`src/rtl/core_pkg.sv`:
```
// Shared definitions for the multi-cycle RISC-V sequencer: FSM state
// encodings, the supported opcodes, ALU control codes and the decode
// helper that maps an opcode onto its registered datapath controls.
package core_pkg;

    // FSM states; the numeric values are visible on the state output.
    typedef enum logic [2:0] {
        S_IDLE   = 3'd0,
        S_FETCH  = 3'd1,
        S_DECODE = 3'd2,
        S_EXEC   = 3'd3,
        S_MEM    = 3'd4,
        S_WB     = 3'd5,
        S_HALT   = 3'd6
    } state_e;

    // Supported major opcodes (instruction[6:0]).
    localparam logic [6:0] OPC_RTYPE  = 7'h33;
    localparam logic [6:0] OPC_LOAD   = 7'h03;
    localparam logic [6:0] OPC_STORE  = 7'h23;
    localparam logic [6:0] OPC_BRANCH = 7'h63;

    // ALU control codes understood by the existing ALU control block.
    localparam logic [3:0] ALUOP_LDST   = 4'd0;
    localparam logic [3:0] ALUOP_RTYPE  = 4'd2;
    localparam logic [3:0] ALUOP_BRANCH = 4'd7;

    // Instruction class remembered after DECODE to steer EXEC and MEM.
    typedef enum logic [1:0] {
        CLS_R  = 2'd0,
        CLS_LD = 2'd1,
        CLS_ST = 2'd2,
        CLS_BR = 2'd3
    } op_class_e;

    // Datapath controls latched in DECODE and held until the next DECODE.
    typedef struct packed {
        logic [3:0] alu_op;
        logic       alu_src;
        logic       mem_to_rgs;
        logic       brnch;
    } dec_ctrl_t;

    // True for the four opcodes this sequencer can execute.
    function automatic logic is_legal(input logic [6:0] opc);
        return (opc == OPC_RTYPE) || (opc == OPC_LOAD) ||
               (opc == OPC_STORE) || (opc == OPC_BRANCH);
    endfunction

    // Class of a legal opcode; callers only use it after is_legal().
    function automatic op_class_e op_class(input logic [6:0] opc);
        op_class_e cls;
        case (opc)
            OPC_LOAD:   cls = CLS_LD;
            OPC_STORE:  cls = CLS_ST;
            OPC_BRANCH: cls = CLS_BR;
            default:    cls = CLS_R;
        endcase
        return cls;
    endfunction

    // Datapath controls for a legal opcode.
    function automatic dec_ctrl_t decode_ctrl(input logic [6:0] opc);
        dec_ctrl_t c;
        c = '0;
        case (opc)
            OPC_RTYPE: begin
                c.alu_op  = ALUOP_RTYPE;
                c.alu_src = 1'b0;
            end
            OPC_LOAD: begin
                c.alu_op     = ALUOP_LDST;
                c.alu_src    = 1'b1;
                c.mem_to_rgs = 1'b1;
            end
            OPC_STORE: begin
                c.alu_op  = ALUOP_LDST;
                c.alu_src = 1'b1;
            end
            OPC_BRANCH: begin
                c.alu_op  = ALUOP_BRANCH;
                c.alu_src = 1'b0;
                c.brnch   = 1'b1;
            end
            default: c = '0;
        endcase
        return c;
    endfunction

endpackage

```
`src/rtl/core_seq_ctrl_if.sv`:
```
// Request/acknowledge handshakes between the sequencer and the
// instruction and data memories. The sequencer is the master.
interface core_seq_ctrl_if;

    logic imem_req;
    logic imem_ack;
    logic dmem_req;
    logic dmem_ack;

    modport master (
        output imem_req,
        output dmem_req,
        input  imem_ack,
        input  dmem_ack
    );

    modport slave (
        input  imem_req,
        input  dmem_req,
        output imem_ack,
        output dmem_ack
    );

endinterface

```
`src/rtl/perf_counters.sv`:
```
// Busy-cycle and retired-instruction counters. Both wrap freely.
module perf_counters #(
    parameter int CNT_W = 32
) (
    input  logic             clk,
    input  logic             reset,
    input  logic             cycle_en,
    input  logic             retire_en,
    output logic [CNT_W-1:0] cycle_cnt,
    output logic [CNT_W-1:0] instret
);

    logic [CNT_W-1:0] cycle_q;
    logic [CNT_W-1:0] cycle_d;
    logic [CNT_W-1:0] instret_q;
    logic [CNT_W-1:0] instret_d;

    // Next-count values: add one when the matching enable is high.
    always_comb begin
        cycle_d   = cycle_q   + {{(CNT_W-1){1'b0}}, cycle_en};
        instret_d = instret_q + {{(CNT_W-1){1'b0}}, retire_en};
    end

    // Counter registers, cleared by the asynchronous reset.
    always_ff @(posedge clk or negedge reset) begin
        if (!reset) begin
            cycle_q   <= '0;
            instret_q <= '0;
        end else begin
            cycle_q   <= cycle_d;
            instret_q <= instret_d;
        end
    end

    assign cycle_cnt = cycle_q;
    assign instret   = instret_q;

endmodule

```
`src/rtl/core_seq_ctrl.sv`:
```
// Multi-cycle sequencer: walks each instruction through FETCH, DECODE,
// EXEC, MEM and WB, handshakes with both memories, drives the datapath
// strobes and stops in HALT on a halt request or an unsupported opcode.
module core_seq_ctrl
    import core_pkg::*;
#(
    parameter int CNT_W = 32
) (
    input  logic                  clk,
    input  logic                  reset,
    input  logic                  run,
    input  logic                  halt_req,
    input  logic [6:0]            opcode,
    input  logic                  zero,
    core_seq_ctrl_if.master       mem_bus,
    output logic                  ir_we,
    output logic                  pc_we,
    output logic                  pc_sel,
    output logic                  reg_wr,
    output logic                  mem_rd,
    output logic                  mem_wr,
    output logic                  mem_to_rgs,
    output logic                  alu_src,
    output logic                  brnch,
    output logic [3:0]            alu_op,
    output logic [2:0]            state,
    output logic                  busy,
    output logic                  illegal,
    output logic [CNT_W-1:0]      cycle_cnt,
    output logic [CNT_W-1:0]      instret
);

    state_e    state_q;
    state_e    state_d;
    op_class_e op_q;
    dec_ctrl_t ctrl_q;
    logic      illegal_q;
    logic      imem_req_q;
    logic      dmem_req_q;
    logic      mem_rd_q;
    logic      mem_wr_q;

    logic      retire_c;
    logic      ir_we_c;
    logic      pc_we_c;
    logic      pc_sel_c;
    logic      reg_wr_c;
    logic      opc_ok;

    assign opc_ok = is_legal(opcode);

    // Next state plus the single-cycle strobes that accompany each transition.
    always_comb begin
        state_d  = state_q;
        retire_c = 1'b0;
        ir_we_c  = 1'b0;
        pc_we_c  = 1'b0;
        pc_sel_c = 1'b0;
        reg_wr_c = 1'b0;
        case (state_q)
            S_IDLE: begin
                if (run) begin
                    state_d = S_FETCH;
                end
            end
            S_FETCH: begin
                if (mem_bus.imem_ack) begin
                    ir_we_c = 1'b1;
                    state_d = S_DECODE;
                end
            end
            S_DECODE: begin
                state_d = opc_ok ? S_EXEC : S_HALT;
            end
            S_EXEC: begin
                case (op_q)
                    CLS_BR: begin
                        retire_c = 1'b1;
                        pc_sel_c = zero;
                    end
                    CLS_R:   state_d = S_WB;
                    default: state_d = S_MEM;
                endcase
            end
            S_MEM: begin
                if (mem_bus.dmem_ack) begin
                    if (op_q == CLS_ST) begin
                        retire_c = 1'b1;
                    end else begin
                        state_d = S_WB;
                    end
                end
            end
            S_WB: begin
                reg_wr_c = 1'b1;
                retire_c = 1'b1;
            end
            S_HALT: begin
                state_d = S_HALT;
            end
            default: begin
                state_d = S_IDLE;
            end
        endcase
        // Every retirement updates the PC and picks the next instruction
        // boundary; a halt request outranks run.
        if (retire_c) begin
            pc_we_c = 1'b1;
            if (halt_req) begin
                state_d = S_HALT;
            end else if (run) begin
                state_d = S_FETCH;
            end else begin
                state_d = S_IDLE;
            end
        end
    end

    // FSM state, registered memory requests and the decoded controls.
    always_ff @(posedge clk or negedge reset) begin
        if (!reset) begin
            state_q    <= S_IDLE;
            op_q       <= CLS_R;
            ctrl_q     <= '0;
            illegal_q  <= 1'b0;
            imem_req_q <= 1'b0;
            dmem_req_q <= 1'b0;
            mem_rd_q   <= 1'b0;
            mem_wr_q   <= 1'b0;
        end else begin
            state_q    <= state_d;
            // Requests stay up from the first cycle of the access state
            // through the ack cycle, because they track the entered state.
            imem_req_q <= (state_d == S_FETCH);
            dmem_req_q <= (state_d == S_MEM);
            mem_rd_q   <= (state_d == S_MEM) && (op_q == CLS_LD);
            mem_wr_q   <= (state_d == S_MEM) && (op_q == CLS_ST);
            if (state_q == S_DECODE) begin
                if (opc_ok) begin
                    op_q   <= op_class(opcode);
                    ctrl_q <= decode_ctrl(opcode);
                end else begin
                    // Controls keep their last legal values; only the
                    // sticky flag records the bad opcode.
                    illegal_q <= 1'b1;
                end
            end
        end
    end

    perf_counters #(
        .CNT_W (CNT_W)
    ) u_perf (
        .clk       (clk),
        .reset     (reset),
        .cycle_en  (busy),
        .retire_en (retire_c),
        .cycle_cnt (cycle_cnt),
        .instret   (instret)
    );

    assign mem_bus.imem_req = imem_req_q;
    assign mem_bus.dmem_req = dmem_req_q;

    assign ir_we      = ir_we_c;
    assign pc_we      = pc_we_c;
    assign pc_sel     = pc_sel_c;
    assign reg_wr     = reg_wr_c;
    assign mem_rd     = mem_rd_q;
    assign mem_wr     = mem_wr_q;
    assign mem_to_rgs = ctrl_q.mem_to_rgs;
    assign alu_src    = ctrl_q.alu_src;
    assign brnch      = ctrl_q.brnch;
    assign alu_op     = ctrl_q.alu_op;
    assign state      = state_q;
    assign busy       = (state_q != S_IDLE) && (state_q != S_HALT);
    assign illegal    = illegal_q;

endmodule

```
`src/flat_wrapper.sv`:
```
// flat-port wrapper written by rule: the top's interface ports become plain ports
module core_seq_ctrl_flat import core_pkg::*;
#(
    parameter int CNT_W = 32
)
  (clk, reset, run, halt_req, opcode, zero, ir_we, pc_we, pc_sel, reg_wr, mem_rd, mem_wr, mem_to_rgs, alu_src, brnch, alu_op, state, busy, illegal, cycle_cnt, instret, mem_bus_imem_req, mem_bus_dmem_req, mem_bus_imem_ack, mem_bus_dmem_ack);
  core_seq_ctrl_if mem_bus_i ();
  input  logic clk;
  input  logic reset;
  input  logic run;
  input  logic halt_req;
  input  logic [6:0] opcode;
  input  logic zero;
  output logic ir_we;
  output logic pc_we;
  output logic pc_sel;
  output logic reg_wr;
  output logic mem_rd;
  output logic mem_wr;
  output logic mem_to_rgs;
  output logic alu_src;
  output logic brnch;
  output logic [3:0] alu_op;
  output logic [2:0] state;
  output logic busy;
  output logic illegal;
  output logic [CNT_W-1:0] cycle_cnt;
  output logic [CNT_W-1:0] instret;
  output wire logic [$bits(mem_bus_i.imem_req)-1:0] mem_bus_imem_req;
  output wire logic [$bits(mem_bus_i.dmem_req)-1:0] mem_bus_dmem_req;
  input wire logic [$bits(mem_bus_i.imem_ack)-1:0] mem_bus_imem_ack;
  input wire logic [$bits(mem_bus_i.dmem_ack)-1:0] mem_bus_dmem_ack;
  assign mem_bus_imem_req = mem_bus_i.imem_req;
  assign mem_bus_dmem_req = mem_bus_i.dmem_req;
  assign mem_bus_i.imem_ack = mem_bus_imem_ack;
  assign mem_bus_i.dmem_ack = mem_bus_dmem_ack;
  core_seq_ctrl #(.CNT_W(CNT_W)) u_core (.clk(clk), .reset(reset), .run(run), .halt_req(halt_req), .opcode(opcode), .zero(zero), .mem_bus(mem_bus_i), .ir_we(ir_we), .pc_we(pc_we), .pc_sel(pc_sel), .reg_wr(reg_wr), .mem_rd(mem_rd), .mem_wr(mem_wr), .mem_to_rgs(mem_to_rgs), .alu_src(alu_src), .brnch(brnch), .alu_op(alu_op), .state(state), .busy(busy), .illegal(illegal), .cycle_cnt(cycle_cnt), .instret(instret));
endmodule
```
`config.mk`:
```
export PLATFORM = sky130hd
export DESIGN_NAME = core_seq_ctrl_flat
export DESIGN_NICKNAME = d
export VERILOG_FILES = /design/src/rtl/core_pkg.sv /design/src/rtl/core_seq_ctrl_if.sv /design/src/rtl/perf_counters.sv /design/src/rtl/core_seq_ctrl.sv /design/src/flat_wrapper.sv
export SDC_FILE = /design/constraint.sdc
export NUM_CORES = 1
export LEC_CHECK = 0
export CAP_MARGIN = 20
export CORE_MARGIN = 2
export CORE_UTILIZATION = 49
export DETAILED_ROUTE_END_ITERATION = 6
export PLACE_DENSITY_LB_ADDON = 0.1
export SLEW_MARGIN = 20
export SYNTH_ARGS = -nofsm -noshare
export SYNTH_HDL_FRONTEND = slang
export SYNTH_HIERARCHICAL = 1
export SYNTH_SLANG_ARGS = --single-unit
```
`constraint.sdc`:
```
create_clock -name clk -period 3.7 [get_ports clk]
set_clock_uncertainty 0.1 [all_clocks]
set_input_delay 0.74 -clock clk [delete_from_list [all_inputs] [get_ports clk]]
set_output_delay 0.74 -clock clk [all_outputs]
set_load 0.02 [all_outputs]
```
# After elaboration in Yosys (flattened, before gate mapping)

Cells that the tools add are included.

Word-level logic and storage cells: 68
Memories kept: 0
Memory bits (read-only): 0
Register bits: 81
RAM bits: 0
Latch bits: 0

$mul: 0
Add/subtract/negate cells: 2
Mux-type cells: 24
Equal/unequal tests: 16
Shift operators: 0
Bitwise logic cells: 1
Magnitude comparators: 0
Divide/modulo/power cells: 0
Reduce and logical (&&, ||, !) cells: 12

Operators by type and width:

| operator           | count |
|---|---|
| $add 32x1->32      | 2 |
| $mux 3             | 7 |
| $pmux 3 s7         | 1 |
| $eq 7x6->1 const B | 2 |
| $eq 3x3->1 const B | 4 |
| $mux 1             | 12 |
| $pmux 4 s3         | 1 |
| $eq 7x2->1 const B | 1 |
| $eq 7x7->1 const B | 1 |
| $eq 3x1->1 const B | 2 |
| $eq 3x2->1 const B | 2 |
| $pmux 2 s3         | 1 |
| $pmux 3 s2         | 1 |
| $eq 2x2->1 const B | 2 |
| $reduce_and 2->1   | 2 |
| $logic_and 1x1->1  | 3 |
| $logic_not 3->1    | 1 |
| $logic_or 1x1->1   | 3 |
| $ne 3x3->1 const B | 1 |
| $pmux 1 s3         | 1 |
| $reduce_bool 3->1  | 1 |
| $eq 2x1->1 const B | 1 |
| $logic_not 2->1    | 1 |
| $reduce_or 2->1    | 1 |
| $not 1->1          | 1 |

# Logic depth before layout (Yosys ltp)

Gate-level depths: netlist of run 1.

Depth after elaboration: 9
Gate-level depth with buffers: 11
Gate-level depth less buffers: 10

# By module

The synthesis of run 1 kept the hierarchy.

Modules (own cells, without submodules):

| module        | cells an instance | area each (um^2) | times used |
|---|---|---|---|
| perf_counters | 256               | 2884.0           | 1 |
| core_seq_ctrl | 96                | 877.1            | 1 |

# Worst setup path after synthesis of run 1

OpenSTA, ideal clock, no wires.

Path kind: flip-flop to flip-flop
From: reg u_core.state_q[1], in the netlist u_core/state[1]
To: reg u_core.u_perf.instret_q[30], in the netlist u_core/u_perf/instret[30]
Arrival: 2831 ps
Clock period less this slack: 3010 ps
Path slack: 690 ps
Required time: 3520 ps
Stages on the path, launching flop included: 11
Setup time: 80 ps
Buffers on the path: 2
Cell sequence: dfrtp_1 buf_6 nand2b_1 o21ai_1 ha_1 ha_1 and2_1 clkbuf_1 nand4_1 nor4_2 xor2_1

Cells in the longest elaborated chain, start to end: 3
Elaborated cells on any way between the ends: 5
Those cells by class: add/sub (1); eq/ne (3); mux (1)

Ends and longest elaborated chain:

| element                                         | RTL line             | source |
|---|---|---|
| from (decl)                                     | core_seq_ctrl.sv:33  | `state_e state_q;` |
| from (signal assigned)                          | core_seq_ctrl.sv:131 | `state_q <= state_d;` |
| $eq 3x3->1 / $eq 3x2->1 (equally long branches) | core_seq_ctrl.sv:60  | `case (state_q)` |
| $pmux 1 s3 *                                    | core_seq_ctrl.sv:60  |  |
| $add 32x1->32 *                                 | perf_counters.sv:21  | `instret_d = instret_q + {{(CNT_W-1){1'b0}}, retire_en};` |
| net u_core.u_perf.instret_d[30]                 | perf_counters.sv:16  | `logic [CNT_W-1:0] instret_d;` |
| to (signal assigned)                            | perf_counters.sv:31  | `instret_q <= instret_d;` |
| to (decl)                                       | perf_counters.sv:15  | `logic [CNT_W-1:0] instret_q;` |

The timed path passes the listed nets; every way through them passes the cells marked *.
A chain may end at the register's enable or synchronous reset.

# Final worst setup path of run 1

From: in mem_bus_dmem_ack
To: out pc_we

Cells in the longest elaborated chain, start to end: 3

Ends and longest elaborated chain:

| element     | RTL line             | source |
|---|---|---|
| from (decl) | flat_wrapper.sv:32   | `input wire logic [$bits(mem_bus_i.dmem_ack)-1:0] mem_bus_dmem_ack;` |
| $mux 1      | core_seq_ctrl.sv:86  | `if (mem_bus.dmem_ack) begin` |
| $pmux 1 s3  | core_seq_ctrl.sv:60  |  |
| $mux 1      | core_seq_ctrl.sv:107 | `if (retire_c) begin` |
| to (decl)   | flat_wrapper.sv:15   | `output logic pc_we;` |

Every way passes these cells.

==> run_results.csv, run 1 <==
group,metric,value,unit
setup_path,ff2ff_setup_slack,860,ps
clocking,cts_made_buffers,9,
pwr,peakVddDrop,0.381,mV
sta,drv_slew,0,
detailed_routing,avgRoutedWirePerCell,14.7,um
clocking,cts_setup_buffers,0,
synth,synth_cell_type_count,49,
sta,finalCritPeriodShare,0.877,
setup_path,startpoint,"mem_bus_dmem_ack",
grt,grt.total_usage,0.204,
detailed_routing,routed_via_density,5.32,
grt,grt_max_degree,80,
floorplan,fp.dieArea,0.00839,sq mm
place,place_congestion,0.931,
finish,antenna_cells,0,
floorplan,coreArea,0.00733,sq mm
synth,synth_area,0.00376,sq mm
pwr,total_leakage_power,2.18,nW
floorplan,placementRows,31,
sta,setup-tns-final,0,ps
setup_path,critPathArrivalTime,2400,ps
setup_path,start_kind,"input port",
synth,ys.warnings.count,6,
detailed_routing,drc,0,
sta,worstMarginPinSlew,939,ps
setup_path,crit_fanout,5,
setup_path,crit_top_cell,"clkdlybuf4s50_1",
floorplan,initial_core_util,0.513,
sta,post-route-min-period,3240,ps
sta,relSlewSlack,0.369,
clocking,cts_resized,0,
setup_path,critPathMaxStageDelay,700,ps
clocking,cts_tree,"yes",
setup_path,crit_type,"input port to output pin",
synth,async_flop_share,1.00,
sta,clock.fmax,0.308,GHz
clocking,clk_latency,340,ps
clocking,holdBufCountCts,0,
clocking,htree_levels,3,
setup_path,endpoint_kind,"output pin",
grt,grt_pass1_vias,2844,
pwr,powerDensity,482,mW/mm^2
finish,areaGrowthSynthToFinish,32.7,%
synth,synth_edf_count,0,
place,hpwl,5870,um
place,port_buffers,96,
finish,fin_nets,477,
synth,yosysMostFrequentCell,"dfrtp_1",
detailed_routing,drtAntennaViolNets,0,
detailed_routing,drt_iter0_markers,147,
synth,ys_ff_latch,79,
synth,synth_flop_cell,"dfrtp_1",
synth,yosys.area.top_type,"dfrtp_1",
detailed_routing,num_vias,2966,
synth,synth_cells,352,
floorplan,dieWidth,91.6,um
synth,yosysTopAreaCellShare,0.526,
synth,avgSynthCellArea,10.7,sq um
sta,rsz0062_at_grt,"false",
finish,fillers,546,
synth,yosysSeqAreaShare,0.526,
synth,syn-num-nets,375,
synth,ys_top_cells_by_area,"dfrtp_1, xnor2_1, xor2_1",
setup_path,slowest_stage,"clkdlybuf4s50_1",
sta,finalHoldViolations,0,
run_status,status,"finished clean",
setup_path,required,2860,ps
grt,grt_overflow,0,
grt,antenna_found_initial,0,
setup_path,reg2reg_depth,10,
sta,setup_violations,0,
floorplan,chipHeight,91.6,um
detailed_routing,drt-total-wl,8160,um
hold_path,hold_path.class,"input port to async pin",
clocking,cts.sinks,79,
clocking,clkTransAtPathRegs,80,ps
floorplan,io_pins,98,
clocking,cts-root-buf,"clkbuf_8",
detailed_routing,firstDrtPassIters,6,
setup_path,reg2reg_from,"u_core/op_q[0]",
run,maxCapViolCount,0,
setup_path,path_cells,"clkdlybuf4s50_1, a21oi_1, o21ai_1, clkdlybuf4s50_1",
synth,synthTopCellsByCount,"dfrtp_1, xnor2_1, nand2_1, nand3_1, xor2_1",
setup_path,reg2reg_to,"u_core/u_perf/instret[30]",
finish,fin_util,0.681,
grt,grt_pass1_wl,13800,um
clocking,cts_buffer_depth,2,
finish,drive_gt1_frac,0.0699,
[per-stage QoR]
stage	hold slack, ps	setup WS [ps]	instance area (sq um)	power, mW	cells
2_1_floorplan	344	690	3760	1.52	352
3_3_place_gp	356	467	4820	1.86	542
3_5_place_dp	365	356	4820	1.87	542
4_1_cts	382	458	4990	2.42	557
5_1_grt	377	375	4990	2.55	557
6_report	315	455	4990	2.41	557
[how the worst max path moves through the flow]
stage                                 to
6_report                           pc_we
5_1_grt                            pc_we
4_1_cts                            pc_we
3_5_place_dp   u_core/u_perf/instret[30]
3_3_place_gp                       pc_we
2_1_floorplan  u_core/u_perf/instret[30]
[per-layer routing]
layer	GRT usage	routed length, um
met5	0	0
met2	0.314	3880
met3	0.0542	484
met4	0.0694	113
met1	0.280	3680
[placed cells by master, fill, tap and decap left out, types with 6 or more instances in the layout]
cell             synthesis  final
a21oi_1                  6      6
and3_1                   8      8
clkbuf_8                 0      9
clkdlybuf4s50_1          0     95
dfrtp_1                 79     79
ha_1                     9      9
inv_1                   20     20
nand2_1                 24     24
nand3_1                 24     24
nand4_1                 21     21
nor2_1                  19     19
nor3_1                  10     10
nor4_1                  11     11
xnor2_1                 36     36
xor2_1                  24     24
[power by group]
group | internal, mW | total (mW) | switching (mW)
logic | 0.347 | 0.747 | 0.399
clock network | 0.237 | 0.550 | 0.313
registers | 0.969 | 1.11 | 0.140
total | 1.55 | 2.41 | 0.852
[final cells by class]
class / instances / area, sq um / share of cell area
Timing Repair Buffer: 100 / 992 / 0.199
Sequential cell: 79 / 1980 / 0.396
Tap cell: 99 / 124 / 0.0248
Multi-Input combinational cell: 244 / 1660 / 0.332
Inverter: 20 / 75.1 / 0.0150
Clock inverter: 6 / 38.8 / 0.00777
Clock buffer: 9 / 124 / 0.0248
[cell families (layout without fill, tap and decap cells)]
logic type               count (synthesis)  in the layout  synth area share
AO/OA/AOI/OAI                           24             24            0.0436
XOR/XNOR                                60             60             0.140
AND/OR/NAND/NOR                        150            150             0.227
other                                    1              1          0.000997
buffers and inverters                   29            135            0.0333
flip-flops                              79             79             0.526
adder cells (fa/ha/maj)                  9              9            0.0299
[worst max-delay path, delay by kind of cell]
| kind | cells | cell delay [ps] |
|---|---|---|
| AOI/OAI and AO/OA | 2 | 470 |
| buffers and inverters | 2 | 1200 |
[state kept, by name, indices dropped and copies added, names as in the netlist, 2 cells and up]
name and cells:
u_core/u_perf/cycle_cnt 32, u_core/u_perf/instret 32, u_core/state 3, u_core/alu_op 2
u_core/op_q 2
(Power assumes the default switching activity.)
==> inputs of run 2 (changes only) <==
--- a/config.mk
+++ b/config.mk
@@ -6,8 +6,7 @@
 export NUM_CORES = 1
 export LEC_CHECK = 0
 export CAP_MARGIN = 20
-export CORE_MARGIN = 2
-export CORE_UTILIZATION = 49
+export CORE_UTILIZATION = 50
 export DETAILED_ROUTE_END_ITERATION = 6
 export PLACE_DENSITY_LB_ADDON = 0.1
 export SLEW_MARGIN = 20
==> constraint.sdc (replaced) <==
create_clock -name clk -period 3.82 [get_ports clk]
set_clock_uncertainty 0.1 [all_clocks]
set_input_delay 0.764 -clock clk [delete_from_list [all_inputs] [get_ports clk]]
set_output_delay 0.764 -clock clk [all_outputs]
set_load 0.02 [all_outputs]
==> run_results.csv, run 2 (same netlist as run 1, synthesis figures left out) <==
group,metric,value,unit
clocking,clkTransAtPathRegs,80,ps
setup_path,critPathArrivalTime,2390,ps
clocking,holdBufCountCts,0,
pwr,powerDensity,492,mW/mm^2
clocking,cts_resized,0,
grt,grt_pass1_wl,13000,um
detailed_routing,routed_via_density,5.29,
place,hpwl,5640,um
setup_path,reg2reg_to,"u_core/u_perf/instret[26]",
setup_path,crit_fanout,5,
clocking,cts_made_buffers,9,
detailed_routing,drt_iter0_markers,111,
pwr,power,2.48,mW
clocking,clk_latency,340,ps
setup_path,ff2ff_setup_slack,980,ps
finish,areaGrowthSynthToFinish,33.8,%
pwr,share_comb_of_total_power,0.288,
detailed_routing,avgRoutedWirePerCell,14.2,um
clocking,cts_tree,"yes",
pwr,seq_power_share,0.436,
finish,finalInstanceArea,0.00503,sq mm
pwr,clkPwrFrac,0.276,
run,maxCapViolCount,0,
setup_path,reg2reg_from,"u_core/op_q[0]",
setup_path,reg2reg_depth,10,
sta,drv_slew,0,
grt,grt_max_degree,80,
detailed_routing,drc,0,
place,place_ws,537,ps
sta,finalHoldViolations,0,
finish,fin_nets,475,
floorplan,fp.dieArea,0.00787,sq mm
floorplan,placementRows,31,
setup_path,crit_family,"buffers and inverters",
place,place_congestion,0.942,
place,dpl_cell_area,0.00481,sq mm
setup_path,critPathMaxStageDelay,690,ps
sta,clock.fmax,0.307,GHz
grt,grt_pass1_vias,2811,
clocking,cts_buffer_depth,2,
pwr,peakVddDrop,0.437,mV
clocking,htree_levels,3,
hold_path,hold_path.class,"flip-flop to flip-flop",
detailed_routing,drt-total-wl,7920,um
finish,antenna_cells,0,
sta,rsz0062_at_grt,"false",
pwr,swShare,0.323,
finish,final_common_cell,"clkdlybuf4s50_1",
setup_path,crit_top_cell,"clkdlybuf4s50_1",
sta,setup_violations,0,
detailed_routing,num_vias,2943,
setup_path,path_cells,"clkdlybuf4s50_1, a21oi_1, o21ai_1, clkdlybuf4s50_1",
place,port_buffers,96,
grt,grt_overflow,0,
floorplan,initial_core_util,0.519,
finish,final_cell_mix,"clkdlybuf4s50_1, dfrtp_1, xnor2_1",
sta,setup-tns-final,0,ps
pwr,total_leakage_power,2.20,nW
floorplan,coreArea,0.00725,sq mm
grt,grt.total_usage,0.214,
setup_path,slowest_stage,"clkdlybuf4s50_1",
clocking,cts.sinks,79,
setup_path,start_kind,"input port",
pwr,internal_power,1.68,mW
setup_path,crit_type,"input port to output pin",
sta,finalCritPeriodShare,0.851,
grt,antenna_found_initial,0,
setup_path,crit_cells,4,
sta,relSlewSlack,0.358,
sta,post-route-min-period,3250,ps
detailed_routing,firstDrtPassIters,5,
hold_path,hp-start,"u_core/u_perf/cycle_cnt[31]",
sta,worstMarginPinSlew,954,ps
pwr,p_sw,0.800,mW
setup_path,endpoint_kind,"output pin",
sta,worst_slack,568,ps
clocking,cts_setup_buffers,0,
clocking,cts-root-buf,"clkbuf_8",
floorplan,chipHeight,88.7,um
run_status,status,"finished clean",
setup_path,required,2960,ps
detailed_routing,drtAntennaViolNets,0,
hold_path,hold_depth,1,
finish,drive_gt1_frac,0.0635,
floorplan,dieWidth,88.7,um
floorplan,io_pins,98,
setup_path,critPathBufInv,2,
hold_path,hold-path-endpoint,"u_core/u_perf/cycle_cnt[31]",
==> run 2: power by group through the flow <==
stage / sequential (mW) / combinational [mW] / clock [mW]
after floorplan: 1.17 / 0.305 / 0
after global routing: 1.10 / 0.781 / 0.733
after CTS: 1.08 / 0.718 / 0.703
after global placement: 1.09 / 0.706 / 0
after detailed placement: 1.10 / 0.714 / 0
final: 1.08 / 0.715 / 0.684
==> run 2: worst max path at each step <==
| stage | startpoint | endpoint | slack, ps |
|---|---|---|---|
| after floorplan | mem_bus_dmem_ack | u_core/u_perf/instret[30] | 800 |
| after global placement | mem_bus_dmem_ack | pc_we | 560 |
| after detailed placement | mem_bus_dmem_ack | u_core/u_perf/instret[26] | 540 |
| after CTS | mem_bus_dmem_ack | pc_we | 570 |
| after global routing | mem_bus_dmem_ack | pc_we | 500 |
| final | mem_bus_dmem_ack | pc_we | 570 |
==> run 2: cell type report <==
class	count	area, sq um
sequential	79	1980
fill	603	2220
inverter	20	75.1
multi-input combinational	244	1660
timing repair buffer	98	973
tap	99	124
clock buffer	13	159
clock inverter	3	65.1
==> run 2: layer usage <==
metal	wire (um)	track usage
met1	3620	0.283
met2	3810	0.350
met3	370	0.0382
met4	121	0.0865
met5	0	0
==> run 2: stage by stage <==
stage          hold WS (ps)   util  instances
3_3_place_gp            357  0.663        540
4_1_cts                 383  0.694        556
2_1_floorplan           368      -        352
5_1_grt                 404  0.694        556
6_report                378  0.694        556
3_5_place_dp            352  0.663        540
==> inputs of run 3 (changes only) <==
--- a/config.mk
+++ b/config.mk
@@ -7,6 +7,7 @@
 export LEC_CHECK = 0
 export CAP_MARGIN = 20
 export CORE_UTILIZATION = 50
+export CTS_CLUSTER_DIAMETER = 200
 export DETAILED_ROUTE_END_ITERATION = 6
 export PLACE_DENSITY_LB_ADDON = 0.1
 export SLEW_MARGIN = 20
==> results of run 3 <==
Final layout, timing and power as in run 2 (identical DEF).
